`src/rtl/sample_delay_align_if.sv`:
```
// rtl/sample_delay_align_if.sv - sample stream and delay-control bundle for sample_delay_align
interface sample_delay_align_if #(
  parameter int WIDTH = 16,
  parameter int AW    = 6
);
  logic [AW-1:0]    DELAY_TYPE;
  logic             Xin_VALID;
  logic [WIDTH-1:0] Xin;
  logic             Xout_VALID;
  logic [WIDTH-1:0] Xout;
  logic             FILLED;

  // Source side: drives samples and the requested delay, observes the delayed stream
  modport master (
    output DELAY_TYPE, Xin_VALID, Xin,
    input  Xout_VALID, Xout, FILLED
  );

  // Delay line side
  modport slave (
    input  DELAY_TYPE, Xin_VALID, Xin,
    output Xout_VALID, Xout, FILLED
  );
endinterface

```
`src/rtl/sample_delay_align.sv`:
```
// rtl/sample_delay_align.sv - programmable sample-count delay line (circular buffer realignment)
module sample_delay_align #(
  parameter int WIDTH = 16,
  parameter int AW    = 6
) (
  input  logic               CLK,
  input  logic               RST,
  sample_delay_align_if.slave bus
);

  localparam int DEPTH = 2 ** AW;

  // Buffer contents are don't-care after reset, so the array has no reset
  logic [WIDTH-1:0] mem [0:DEPTH-1];

  logic [AW-1:0]    wr_ptr_q,     wr_ptr_d;
  logic [AW-1:0]    d_reg_q,      d_reg_d;
  logic [AW-1:0]    fill_q,       fill_d;
  logic [WIDTH-1:0] xout_q,       xout_d;
  logic             xout_valid_q, xout_valid_d;
  logic             filled_q,     filled_d;

  logic             changed;
  logic [AW-1:0]    rd_addr;
  logic [AW:0]      fill_inc;

  // Next-state: delay tracking, fill accounting and the registered output sample
  always_comb begin
    wr_ptr_d     = wr_ptr_q;
    d_reg_d      = d_reg_q;
    fill_d       = fill_q;
    xout_d       = xout_q;
    xout_valid_d = 1'b0;
    filled_d     = filled_q;

    changed  = (bus.DELAY_TYPE != d_reg_q);
    // Read address is taken from the pre-increment write pointer, so it points D samples back
    rd_addr  = wr_ptr_q - d_reg_q;
    fill_inc = {1'b0, fill_q} + (AW+1)'(bus.Xin_VALID);

    if (bus.Xin_VALID) begin
      wr_ptr_d = wr_ptr_q + AW'(1);
    end

    if (changed) begin
      // New delay: restart fill; a sample arriving now is the first one under the new D
      d_reg_d  = bus.DELAY_TYPE;
      fill_d   = (bus.Xin_VALID && (bus.DELAY_TYPE != '0)) ? AW'(1) : '0;
      filled_d = 1'b0;
    end else begin
      filled_d = (fill_inc >= {1'b0, d_reg_q});
      fill_d   = (fill_inc > {1'b0, d_reg_q}) ? d_reg_q : fill_inc[AW-1:0];
      if (bus.Xin_VALID) begin
        if (d_reg_q == '0) begin
          xout_d       = bus.Xin;
          xout_valid_d = 1'b1;
        end else if (fill_q >= d_reg_q) begin
          xout_d       = mem[rd_addr];
          xout_valid_d = 1'b1;
        end
      end
    end
  end

  // Control and output registers
  always_ff @(posedge CLK or posedge RST) begin
    if (RST) begin
      wr_ptr_q     <= '0;
      d_reg_q      <= '0;
      fill_q       <= '0;
      xout_q       <= '0;
      xout_valid_q <= 1'b0;
      filled_q     <= 1'b0;
    end else begin
      wr_ptr_q     <= wr_ptr_d;
      d_reg_q      <= d_reg_d;
      fill_q       <= fill_d;
      xout_q       <= xout_d;
      xout_valid_q <= xout_valid_d;
      filled_q     <= filled_d;
    end
  end

  // Sample buffer write; the async read above sees the old contents this cycle
  always_ff @(posedge CLK) begin
    if (bus.Xin_VALID) begin
      mem[wr_ptr_q] <= bus.Xin;
    end
  end

  assign bus.Xout       = xout_q;
  assign bus.Xout_VALID = xout_valid_q;
  assign bus.FILLED     = filled_q;

endmodule

```
`src/flat_wrapper.sv`:
```
// flat-port wrapper written by rule: the top's interface ports become plain ports
module sample_delay_align_flat 
#(
  parameter int WIDTH = 16,
  parameter int AW    = 6
)
  (CLK, RST, bus_DELAY_TYPE, bus_Xin_VALID, bus_Xin, bus_Xout_VALID, bus_Xout, bus_FILLED);
  sample_delay_align_if #(.WIDTH(WIDTH), .AW(AW)) bus_i ();
  input  logic CLK;
  input  logic RST;
  input wire logic [$bits(bus_i.DELAY_TYPE)-1:0] bus_DELAY_TYPE;
  input wire logic [$bits(bus_i.Xin_VALID)-1:0] bus_Xin_VALID;
  input wire logic [$bits(bus_i.Xin)-1:0] bus_Xin;
  output wire logic [$bits(bus_i.Xout_VALID)-1:0] bus_Xout_VALID;
  output wire logic [$bits(bus_i.Xout)-1:0] bus_Xout;
  output wire logic [$bits(bus_i.FILLED)-1:0] bus_FILLED;
  assign bus_i.DELAY_TYPE = bus_DELAY_TYPE;
  assign bus_i.Xin_VALID = bus_Xin_VALID;
  assign bus_i.Xin = bus_Xin;
  assign bus_Xout_VALID = bus_i.Xout_VALID;
  assign bus_Xout = bus_i.Xout;
  assign bus_FILLED = bus_i.FILLED;
  sample_delay_align #(.WIDTH(WIDTH), .AW(AW)) u_core (.CLK(CLK), .RST(RST), .bus(bus_i));
endmodule
```
`config.mk`:
```
export PLATFORM = sky130hd
export DESIGN_NAME = sample_delay_align_flat
export DESIGN_NICKNAME = d
export VERILOG_FILES = /design/src/rtl/sample_delay_align_if.sv /design/src/rtl/sample_delay_align.sv /design/src/flat_wrapper.sv
export SDC_FILE = /design/constraint.sdc
export NUM_CORES = 1
export LEC_CHECK = 0
export CORE_AREA = 2 2 325 327
export DETAILED_ROUTE_END_ITERATION = 8
export DIE_AREA = 0 0 327 329
export SYNTH_ARGS = -nofsm -noshare
export SYNTH_HDL_FRONTEND = slang
export SYNTH_SLANG_ARGS = --single-unit
export TNS_END_PERCENT = 50
```
`constraint.sdc`:
```
create_clock -name CLK -period 3.27 [get_ports CLK]
set_input_delay 0.4905 -clock CLK [delete_from_list [all_inputs] [get_ports CLK]]
set_output_delay 0.4905 -clock CLK [all_outputs]
set_load 0.005 [all_outputs]
```
==> out/results.tsv, run 1 <==
metric	value	unit
routability cong.	0.8506	
status	complete, but fails checks	
Final Cell Area	49530	um^2
dpl cells	3465	
Die Height	329	um
clk slew on worst S/H paths	0.06	ns
placed inst area	45240	um^2
area share of the largest cell type after synthesis	74.21	%
post-synth top area cell	edfxtp_1	
vias per inst	5.610	
final setup vio count	2	
wire per inst	28.49	um
Clk pwr share	24.3	%
CTS Root Cell	clkbuf_16	
Synth cell types	48	
CTS sink count	1060	
worst slew pin tran	1.128	ns
layout net count	2258	
non-filler cells, final	3693	
initial core utilization	39.70	%
Fill cells	8494	
synthesized area per cell	21.76	um^2
CTS Buf Count	109	
drt drc	0	
largest net degree at the start of global routing	46	
FP Rows	119	
Synth Instances	1904	
Fin Clk Skew	0.02620	ns
post-detail-place hpwl	65.29	mm
reported net switching power	16.77	mW
synth top area cells	edfxtp_1 (74%), mux4_2 (14%), mux2i_1 (3.1%), dfrtp_1 (2.2%), a22oi_1 (1.2%)	
number of enable flip-flop cells after synthesis	1024	
Die W	327	um
Arrival @ worst endpoint	3.81	ns
Rel. slew slack	24.81	%
Die Area	107600	um^2
routed wire length	105.2	mm
global-route wire length before repair	151.9	mm
1st-iter DRT viols	2348	
Skew-Pair Late Insertion Delay	0.69	ns
Tot GR Track Use	19.62	%
Longest Clk Path Bufs	3	
crit end category	flip-flop	
Port-buffer cells	42	
most numerous cell in the Yosys netlist	edfxtp_1	
layout cells sized above 1	33.81	%
post-route ant nets	0	
Top FF cell, synth	edfxtp_1	
switch share	33.91	%
vias in the first global route	20970	
Final Hold Viols	0	
core area	104400	um^2
failing checks	setup timing	
Critical Path RT	3.78	ns
CTS tree	done	
final setup margin	-0.02209	ns
count of state elements after synthesis	1060	
design internal power	32.67	mW
GRT overflow	0	
P&R area growth vs syn	19.53	%
Seq/Total Area, Yosys	76.38	%
initial antenna violation count	8	
# H-tree levels	3	
leakage	16.23	nW
unrepaired setup endpoints after global routing	true	
syn_nets	1950	
Mapped Area	41440	um^2
startpoint types	flip-flop	
Seq pwr share	31.5	%
cell area power density	998.2	nW/um^2
Max Freq	0.3038	GHz
Comb power frac	44.2	%
I/O Pins	43	
Crit Path Category	flip-flop to flip-flop	
Pre-antenna DRT Iters	7	
FFs w/ async S/R, synth	3.396	%
max-cap check violation count	0	
post-layout min period	3.292	ns
Max VDD drop	0.5854	mV
most frequent cells after synthesis	edfxtp_1 (1024), mux4_2 (256), mux2i_1 (130)	
Final period util	100.7	%
hold crit path type	input port to asynchronous set/reset pin	
via count	20720	
Ys Warns	0	
CP max FO	5	
fin. max-slew vios	0	
## layer usage
| metal | routed length, um | GRT usage [%] | up-vias |
|---|---|---|---|
| met1 | 44160 | 27.58 | 11150 |
| met5 | 53 | 0 | - |
| li1 | - | - | 8631 |
| met2 | 50840 | 31.52 | 772 |
| met3 | 7436 | 3.451 | 152 |
| met4 | 2713 | 5.933 | 8 |
## repair_timing
item                                   CTS  global route
hold buffers                             0             0
resized for setup                       44            55
endpoints found under the hold margin    0             0
gates cloned                             2             3
pin swaps                                7            14
setup endpoints to repair               15            16
setup buffers                            9            14
## critical path, cell delays in order, from the launching register on
cell      delay (ns)
dfrtp_1         0.37
inv_2           0.07
ha_4            0.16
fa_4            0.48
nand2b_4        0.17
a21oi_4         0.20
xor2_4          0.18
buf_4           0.24
buf_12          0.15
buf_12          0.12
mux2i_4         0.23
a22oi_2         0.19
a32oi_4         0.37
a31oi_1         0.16
## cell families after synthesis
logic type | count (synthesis) | synth area share, %
and+or+nand+nor | 174 | 1.902
AOI/OAI and AO/OA | 120 | 2.171
buffers and inverters | 119 | 1.283
muxes | 386 | 17.05
adders and majority gates | 21 | 0.6522
xor gates and xnor gates | 24 | 0.5586
DFF | 1060 | 76.38
## cell usage in the layout (no fill, tap or decap), types with 6 or more instances in the layout
master / count
a32oi_1: 8
nor2b_1: 9
a22oi_2: 13
ha_1: 19
clkinv_2: 24
mux4_2: 256
edfxtp_1: 1024
inv_1: 11
mux2i_2: 21
clkdlybuf4s50_1: 26
xor2_1: 10
buf_4: 215
buf_6: 6
nand3_1: 26
nand2_1: 18
a32oi_4: 6
clkbuf_16: 112
clkinv_4: 7
a21oi_1: 6
clkinvlp_4: 7
bufinv_16: 8
dfrtp_1: 36
mux2i_4: 9
a31oi_1: 16
xnor2_1: 11
clkbuf_1: 14
buf_12: 29
mux2i_1: 100
buf_2: 17
nor2_1: 86
a22oi_1: 51
clkinv_1: 21
## power groups by stage
stage          clock (mW)  sequential [mW]  combinational (mW)
3_5_place_dp            0             15.8                19.4
4_1_cts              12.3             15.5                20.7
5_1_grt              12.8             15.6                22.8
3_3_place_gp            0             15.8                19.3
6_report             12.0             15.6                21.9
2_1_floorplan           0             15.8                10.8
## sequential cells by signal (all words and copies together) (netlist names)
name and cells:
u_core.mem 1024, u_core.bus.Xout 16, u_core.d_reg_q 6, u_core.fill_q 6
u_core.wr_ptr_q 6, u_core.bus.FILLED 1, u_core.bus.Xout_VALID 1
## path summary, 6_finish.rpt
kind | startpoint | endpoint | slack, ns | cells after the start
max | u_core.wr_ptr_q[0] | u_core.bus.Xout[7] | -0.02 | 13
min | RST | u_core.bus.Xout[2] | 0.29 | 3
max reg2reg | u_core.wr_ptr_q[0] | u_core.bus.Xout[7] | -0.02 | 13
min reg2reg | u_core.wr_ptr_q[1] | u_core.wr_ptr_q[1] | 0.58 | 2
max in group asynchronous | RST | u_core.bus.Xout[7] | 2.54 | 3
min in group CLK | bus_DELAY_TYPE[4] | u_core.d_reg_q[4] | 0.33 | 1
## per-stage QoR
step	worst slack [ns]	TNS [ns]	total power [mW]	hold WS, ns	util (%)
detailed placement	-0.4359	-2.513	35.23	0.5707	43.34
global route	-0.08741	-0.5627	51.22	0.3178	47.45
global placement	-0.3952	-1.798	35.15	0.5567	43.34
finish	-0.02209	-0.03087	49.44	0.2880	47.46
CTS	-0.007785	-0.007785	48.56	0.2769	47.06
floorplan	0.01280	0	26.55	0.5430	-
## cell type report
type	instances	area (um^2)	share of cell area (%)
Multi-Input combinational cell	725	9766	19.72
Timing Repair Buffer	304	2848	5.749
Clock buffer	129	2874	5.802
Antenna cell	1	2.502	0.005052
Tap cell	1391	1740	3.514
Clock inverter	71	606.8	1.225
Inverter	12	45.04	0.09094
Sequential cell	1060	31650	63.90
Note: power is estimated with default switching activity, not from simulation.
==> run 2: changes to the inputs <==
- CAP_MARGIN: unset -> 20
==> results of run 2 <==
Final layout, timing and power as in run 1 (identical DEF).
